### src/rtl/systolic_drain.sv
// ---------------------------------------------------------------------------
// systolic_drain
//
// Read-out end of a TILE x TILE systolic array tile. After the edge feeder
// starts a matrix pass (START), the block waits out the fixed skew/compute
// latency, snapshots every PE accumulator in a single cycle, pulses ACC_CLR
// so the array can begin the next pass, and then streams the snapshot out
// in row-major order over a valid/ready handshake.
//
// Ports
//   CLK        : single clock, rising edge
//   RSTN       : synchronous active-low reset
//   EN         : global enable; low freezes all state and masks ACC_CLR
//   START      : one-cycle pulse with the first skewed edge word
//   ACC        : flattened accumulators, PE(r,c) at [(r*TILE+c)*ACC_W +: ACC_W]
//   ACC_CLR    : one-cycle pulse telling the array to zero its accumulators
//   BUSY       : high from accepted START until the last word is transferred
//   OUT_VALID  : result word available
//   OUT_READY  : consumer accepts the word on this edge
//   OUT_DATA   : result value
//   OUT_IDX    : row-major index r*TILE+c of OUT_DATA
//   OUT_LAST   : high with the final word of a pass
//   OVERRUN    : sticky, set when START arrives while BUSY
// ---------------------------------------------------------------------------
module systolic_drain #(
   parameter int TILE    = 2,
   parameter int ACC_W   = 32,
   parameter int LATENCY = 4,
   localparam int N      = TILE * TILE,
   localparam int IDX_W  = (N > 1) ? $clog2(N) : 1
) (
   input  logic                  CLK,
   input  logic                  RSTN,
   input  logic                  EN,
   input  logic                  START,
   input  logic [N*ACC_W-1:0]    ACC,
   output logic                  ACC_CLR,
   output logic                  BUSY,
   output logic                  OUT_VALID,
   input  logic                  OUT_READY,
   output logic [ACC_W-1:0]      OUT_DATA,
   output logic [IDX_W-1:0]      OUT_IDX,
   output logic                  OUT_LAST,
   output logic                  OVERRUN
);

   // The wait counter only ever holds values 0..LATENCY-1.
   localparam int CNT_W = (LATENCY > 1) ? $clog2(LATENCY) : 1;

   typedef enum logic [1:0] {
      ST_IDLE,
      ST_WAIT,
      ST_CAPTURE,
      ST_STREAM
   } state_t;

   state_t             state_q,     state_d;
   logic [CNT_W-1:0]   cnt_q,       cnt_d;
   logic               busy_q,      busy_d;
   logic               acc_clr_q,   acc_clr_d;
   logic               out_valid_q, out_valid_d;
   logic [ACC_W-1:0]   out_data_q,  out_data_d;
   logic [IDX_W-1:0]   out_idx_q,   out_idx_d;
   logic               out_last_q,  out_last_d;
   logic               overrun_q,   overrun_d;
   logic [ACC_W-1:0]   snap_q [N];
   logic [ACC_W-1:0]   snap_d [N];

   logic               handshake;
   logic               last_hs;
   logic [IDX_W-1:0]   next_idx;

   // Next-state logic. Everything defaults to holding its value so that
   // EN low freezes the whole block, including a pending ACC_CLR pulse,
   // which then completes once EN returns. A START coinciding with the
   // final handshake is a legal back-to-back pass rather than an overrun.
   always_comb begin
      state_d     = state_q;
      cnt_d       = cnt_q;
      busy_d      = busy_q;
      acc_clr_d   = acc_clr_q;
      out_valid_d = out_valid_q;
      out_data_d  = out_data_q;
      out_idx_d   = out_idx_q;
      out_last_d  = out_last_q;
      overrun_d   = overrun_q;
      for (int i = 0; i < N; i++) begin
         snap_d[i] = snap_q[i];
      end

      handshake = out_valid_q & OUT_READY;
      last_hs   = (state_q == ST_STREAM) && handshake && (out_idx_q == IDX_W'(N - 1));
      next_idx  = out_idx_q + IDX_W'(1);

      if (EN) begin
         acc_clr_d = 1'b0;

         if (START && busy_q && !last_hs) begin
            overrun_d = 1'b1;
         end

         unique case (state_q)
            ST_IDLE: begin
               if (START) begin
                  state_d = ST_WAIT;
                  cnt_d   = CNT_W'(LATENCY - 1);
                  busy_d  = 1'b1;
               end
            end

            ST_WAIT: begin
               if (cnt_q == '0) begin
                  state_d   = ST_CAPTURE;
                  acc_clr_d = 1'b1;
               end else begin
                  cnt_d = cnt_q - CNT_W'(1);
               end
            end

            // The snapshot and the array clear share this edge, so the
            // snapshot sees the fully accumulated pre-clear values.
            ST_CAPTURE: begin
               for (int i = 0; i < N; i++) begin
                  snap_d[i] = ACC[i*ACC_W +: ACC_W];
               end
               out_data_d  = ACC[0 +: ACC_W];
               out_idx_d   = '0;
               out_last_d  = (N == 1);
               out_valid_d = 1'b1;
               state_d     = ST_STREAM;
            end

            ST_STREAM: begin
               if (handshake) begin
                  if (last_hs) begin
                     out_valid_d = 1'b0;
                     out_last_d  = 1'b0;
                     if (START) begin
                        state_d = ST_WAIT;
                        cnt_d   = CNT_W'(LATENCY - 1);
                        busy_d  = 1'b1;
                     end else begin
                        state_d = ST_IDLE;
                        busy_d  = 1'b0;
                     end
                  end else begin
                     out_idx_d  = next_idx;
                     out_data_d = snap_q[next_idx];
                     out_last_d = (next_idx == IDX_W'(N - 1));
                  end
               end
            end

            default: begin
               state_d = ST_IDLE;
            end
         endcase
      end
   end

   // All state, including the registered outputs, lives in this one block.
   // Reset abandons any pass in flight without issuing ACC_CLR.
   always_ff @(posedge CLK) begin
      if (!RSTN) begin
         state_q     <= ST_IDLE;
         cnt_q       <= '0;
         busy_q      <= 1'b0;
         acc_clr_q   <= 1'b0;
         out_valid_q <= 1'b0;
         out_data_q  <= '0;
         out_idx_q   <= '0;
         out_last_q  <= 1'b0;
         overrun_q   <= 1'b0;
         for (int i = 0; i < N; i++) begin
            snap_q[i] <= '0;
         end
      end else begin
         state_q     <= state_d;
         cnt_q       <= cnt_d;
         busy_q      <= busy_d;
         acc_clr_q   <= acc_clr_d;
         out_valid_q <= out_valid_d;
         out_data_q  <= out_data_d;
         out_idx_q   <= out_idx_d;
         out_last_q  <= out_last_d;
         overrun_q   <= overrun_d;
         for (int i = 0; i < N; i++) begin
            snap_q[i] <= snap_d[i];
         end
      end
   end

   // ACC_CLR is masked by EN so the array never sees a clear while frozen.
   assign ACC_CLR   = acc_clr_q & EN;
   assign BUSY      = busy_q;
   assign OUT_VALID = out_valid_q;
   assign OUT_DATA  = out_data_q;
   assign OUT_IDX   = out_idx_q;
   assign OUT_LAST  = out_last_q;
   assign OVERRUN   = overrun_q;

endmodule

### config.mk
export PLATFORM = sky130hd
export DESIGN_NAME = systolic_drain
export DESIGN_NICKNAME = d
export VERILOG_FILES = /design/src/rtl/systolic_drain.sv
export SDC_FILE = /design/constraint.sdc
export NUM_CORES = 1
export LEC_CHECK = 0
export CORE_ASPECT_RATIO = 0.6
export CORE_UTILIZATION = 44
export DETAILED_ROUTE_END_ITERATION = 8
export PLACE_DENSITY = 0.83
export RECOVER_POWER = 25
export SLEW_MARGIN = 0
export SYNTH_ARGS = -nofsm -noshare
export SYNTH_HDL_FRONTEND = slang
export SYNTH_SLANG_ARGS = --single-unit
### constraint.sdc
create_clock -name CLK -period 7.3 [get_ports CLK]
set_input_delay 0.73 -clock CLK [delete_from_list [all_inputs] [get_ports CLK]]
set_output_delay 0.73 -clock CLK [all_outputs]
set_load 0.005 [all_outputs]
# Word level (Yosys, flattened, before mapping)

Memory sizes are Yosys's and may differ from the RTL's.
Index checks and enable logic that the tools add are counted.

Register bits after elaboration: 43
Latch bits: 0
Memory bits (writable): 128
ROM bits: 0
Bits of input ports: 133
Output and inout bits: 39
Word-level logic and storage cells: 87
Memories: 1

Memories:

| memory | depth | bits a word | read ports | clocked after memory_dff | write ports | RTL line | text |
|---|---|---|---|---|---|---|---|
| snap_q | 4     | 32          | 1          | 0                        | 4           | 66       | `logic [ACC_W-1:0] snap_q [N];` |

$add $sub $neg: 2
$mul: 0
Div/mod/pow operators: 0
$lt $le $gt $ge: 0
Equality and inequality tests: 13
Shift-type cells: 0
Mux-type cells: 38
Bitwise operators: 6
Reductions and logical operators: 18

Operator list:

| operator                                                              | number |
|---|---|
| 128-bit two-way mux                                                   | 2 |
| 32-bit two-way mux                                                    | 6 |
| 32-bit one-hot mux with 2 select lines                                | 1 |
| 2-bit two-way mux                                                     | 10 |
| 5-bit AND reduction                                                   | 3 |
| 2-bit inequality test, second input constant                          | 7 |
| 1-bit two-way mux                                                     | 13 |
| 2-bit equality test, second input constant                            | 4 |
| 2-bit one-hot mux with 4 select lines                                 | 1 |
| 4-bit AND reduction                                                   | 2 |
| 1-bit one-hot mux with 2 select lines                                 | 3 |
| 2-bit one-hot mux with 3 select lines                                 | 1 |
| 3-bit AND reduction                                                   | 2 |
| 1-bit logical AND                                                     | 4 |
| 2-bit logical NOT                                                     | 2 |
| 1-bit OR                                                              | 4 |
| 2-bit one-hot mux with 2 select lines                                 | 1 |
| 2-bit nonzero test                                                    | 2 |
| 3-bit nonzero test                                                    | 1 |
| 2-bit by 1-bit adder with 2-bit output, second input constant         | 1 |
| 1-bit bitwise AND                                                     | 2 |
| 2-bit by 1-bit equality test with 1-bit output, second input constant | 1 |
| 2-bit AND reduction                                                   | 1 |
| 2-bit by 1-bit subtractor with 2-bit output, second input constant    | 1 |
| 2 further kinds                                                       | 2 |

# Longest topological paths before layout

Word-level depth: 6
Mapped depth: 9
Gate-level depth less buffers: 6

# Worst setup path before layout

Ideal clock, no wire load.

Path type: in2reg
Start point: input port RSTN
End point: memory snap_q[0][0], enable pin
Library setup time: 1,114 ps
Arrival: 3,106 ps
Data required time: 6,186 ps
Path slack: 3,081 ps
Stages on the path: 2
Path buffers: 1
Path through: clkbuf_1 -> nand2_1

RTL lines:

| what            | RTL line | text |
|---|---|---|
| start, declared | 33       | `input logic RSTN,` |
| end, declared   | 66       |  |

# Worst setup path after layout

Start point: register out_idx_q[0] (netlist: OUT_IDX[0])
End point: register out_data_q[14] (netlist: OUT_DATA[14])

Cells in the longest elaborated chain, start to end: 5
Elaborated cells between the ends (all ways): 9
Those cells by class: add/sub (1); eq/ne (2); mux (3); reduce/logical (2); memory (1)

Ends and longest elaborated chain:

| what                                   | RTL line | text |
|---|---|---|
| start, declared                        | 63       | `logic [IDX_W-1:0] out_idx_q, out_idx_d;` |
| start signal, assigned                 | 184      | `out_idx_q <= out_idx_d;` |
| 2-bit by 1-bit adder with 2-bit output | 93       | `next_idx = out_idx_q + IDX_W'(1);` |
| memory 4 x 32 bit                      | -        |  |
| 32-bit two-way mux                     | 135      | `if (last_hs) begin` |
| 32-bit two-way mux                     | 134      | `if (handshake) begin` |
| 32-bit one-hot mux with 2 select lines | 102      | `unique case (state_q)` |
| end signal, assigned                   | 183      | `out_data_q <= out_data_d;` |
| end, declared                          | 62       | `logic [ACC_W-1:0] out_data_q, out_data_d;` |

Parallel ways exist; a longest one is shown, timed or not. The select of a mux whose other input is x is not followed.
A chain may end at the register's enable or synchronous reset.

==> metrics.md <==
| Metric | Value |
|---|---|
| WP data required | about 7.6 ns |
| Max incr delay on CP | 2.60 ns |
| Clock sink count | between 150 and 200 |
| EDFF count, synth | ~130 |
| Syn. warnings | 0 |
| Clock power frac | 40.5% |
| Max-cap viol count | 2 |
| Hold_buf cts | 0 |
| Critical path launch point type | flop |
| # setup viols final | 0 |
| Later-pin clock latency in the skew report | between 0.4 and 0.5 ns |
| Total GRT Usage | between 20% and 30% |
| Top FF cell, synth | edfxtp_1 |
| Synth-to-Final Area Change | 31.7% |
| CP max FO | a little under 70 |
| Final Hold Vio Count | 0 |
| Hold crit path type | reg2reg |
| CTS max path bufs | 2 |
| Rel. slew slack | -124% |
| First-pass GRT wire length | 28.6 mm |
| Post-cts resize count | 0 |
| Ys async rst share | 0% |
| Syn Area/Cell | approximately 13 sq um |
| PortBufs | between 150 and 200 |
| Fmax | 210 MHz |
| Final Max Tran Viols | between 100 and 150 |
| Synth Net Count | slightly above 700 |
| Post-synthesis cell count | around 580 |
| Synth area leader | edfxtp_1 |
| Crit path buffers/inverters | 1 |
| Worst vdd ir | 0.000145 V |
| CP delay by family, top | flip-flops |
| CP Class | reg2reg |
| Routed Wire Length | about 19 mm |
| Status | finished, violations left |
| Die H | ~100 um |
| DR vias | ~5300 |
| Initial antenna violation count | 0 |
| CTS tree | done |
| RSZ-0062 raised after global routing | false |
| CTS root buf | clkbuf_16 |
| Routability congestion estimate | 0.807 |
| Final HPWL DP | between 10 and 15 mm |
| Switching part of the total power | between 20 and 25% |
| Final worst path period need | 4.75 ns |
| Share of cells above drive strength 1 | 9.78% |
| Switching power | ~470 uW |
| Post-Route Setup TNS | 0 ns |
| Pwr Density | ~220 nW/um^2 |
| Worst-path clk slew | about 0.070 ns |
| Area after DPL | roughly 9400 sq um |
| Core footprint | roughly 17000 sq um |
| Die ar. | roughly 18000 sq um |
| Crit-path cells | inv_1, ha_1, nor2_4, a222oi_1, a21oi_1 |
| Violated checks | capacitance limit, slew limit |
| Chip width | between 150 and 200 um |
| Sequential power share | around half |
| Post-CTS setup buffers | 0 |
| Register area share after synthesis | between 60% and 70% |
| Final clock skew | between 0.01 and 0.015 ns |
| Most frequent cells after synthesis | 130 x and2_1, 128 x edfxtp_1, 43 x dfxtp_1, 34 x a21oi_1, 32 x a222oi_1 |
| Tightest Pin Transition | 3.36 ns |
| 1st-iter DRT viols | approximately 670 |
| Filler cells | about 1300 |
| CTS buffer count | 17 |
| Vias in the first global route | around 5400 |
| Post-Syn Area | between 7000 and 8000 sq um |
| Grt total ovfl | 0 |
| Static leakage | 3.77 nW |
| Via density | between 5 and 6 |
| Count leader, synth | and2_1 |
| DR pass1 iterations | 8 |
| Post-synthesis register bit count | about 170 |
| Largest net degree at the start of global routing | between 100 and 150 |
| Fin crit share | about two thirds |
| DR WL/cell | ~19 um |
| Gate power share | 8.8% |
| CTS HTree Levels | 4 |
| WP data arrival | just over 5 ns |
| Antenna diodes | 0 |
| Ranking of synthesized cells by area | edfxtp_1 51%, dfxtp_1 11%, and2_1 11% |
| Netlist cell types | between 40 and 50 |
| Row Count | 36 |
| Antenna viol nets, final | 0 |
| Internal power | 1.72 mW |
| Final #Nets | around 870 |
| Drc violations | 0 |
| Slowest CP cell | dfxtp_1 |
| CP Capture Type | flop |
| # IOs | roughly 170 |
| Initial Utilization | between 40% and 50% |
| Fin area | about 10000 sq um |
| Area share of the largest cell type after synthesis | roughly 50% |
==> metal layers <==
metal | global-route usage (%) | share of wire, % | up-vias
met5 | 0 | 0 | -
met4 | 6.89 | 0.89 | 0
met3 | 5.85 | 8.7 | 13
met2 | 33.0 | 46 | 263
met1 | 28.8 | 44 | 2558
li1 | - | - | 2427
==> tightest hold or removal path, cell delays in order, from the launching register on <==
cell and delay, ns:
dfxtp_1 0.31, nand2_1 0.05, a21oi_1 0.06
==> flip-flops by register name, summed over array words and instances (netlist names) <==
register,flops
BUSY,1
OUT_DATA,32
OUT_IDX,2
OUT_LAST,1
OUT_VALID,1
OVERRUN,1
acc_clr_q,1
cnt_q,2
snap_q,128
state_q,2
==> worst paths after layout <==
path | startpoint | end | slack, ns | cells past startpoint
min reg2reg | acc_clr_q | acc_clr_q | 0.48 | 2
max reg2reg | OUT_IDX[0] | OUT_DATA[14] | 2.55 | 5
min | acc_clr_q | acc_clr_q | 0.48 | 2
max | OUT_IDX[0] | OUT_DATA[14] | 2.55 | 5
==> power by group through the flow <==
stage                     Sequential, mW  Clock (mW)  Combinational (mW)
after floorplan                     1.13           0              0.0794
after global placement              1.13           0               0.188
after detailed placement            1.13           0               0.193
after CTS                           1.11       0.896               0.196
after global routing                1.11       0.934               0.208
final                               1.11       0.888               0.192
==> cell families (layout without fill, tap and decap cells) <==
kind of cell	count (synthesis)	in the layout	synth area share (%)
flops	171	171	62.1
simple gates	164	164	12.9
compound gates	112	112	10.2
buf+inv	54	215	3.35
fa+ha+maj	9	9	1.49
mux	65	65	9.90
==> metrics by stage <==
stage                     instances  worst slack, ns  utilization, %  total power [mW]  hold WS, ns
after CTS                       964             4.15            60.3              2.20        0.476
after floorplan                 575             3.08               -              1.21        0.427
final                           964             2.55            60.3              2.19        0.479
after global routing            964             2.20            60.3              2.26        0.500
after detailed placement        933             3.73            56.9              1.32        0.467
after global placement          933             3.84            56.9              1.32        0.437
==> placed cells by master, fill, tap and decap left out, types with 3 or more instances in the layout <==
cell and n:
clkbuf_16 17, nand2b_1 3, ha_1 9, buf_4 3, and2_1 129, a211oi_1 3, o21ai_1 6, clkinvlp_4 4
inv_1 9, a222oi_1 32, edfxtp_1 128, clkbuf_1 5, mux2_1 31, dlygate4sd3_1 37, mux2_2 28, mux2_4 5
nor2_1 7, dfxtp_1 43, a21oi_1 34, o21ai_0 27, clkdlybuf4s50_1 133, nand2_1 9
==> final cells by class <==
type / count / area [sq um] / area share [%]
Sequential cell: 171 / 4700 / 47.2
Multi-Input combinational cell: 350 / 2650 / 26.5
Timing Repair Buffer: 174 / 1730 / 17.3
Clock buffer: 22 / 454 / 4.56
Tap cell: 228 / 285 / 2.86
Clock inverter: 9 / 116 / 1.17
Inverter: 10 / 37.5 / 0.376
No activity file was read; power rests on OpenSTA's default activity.
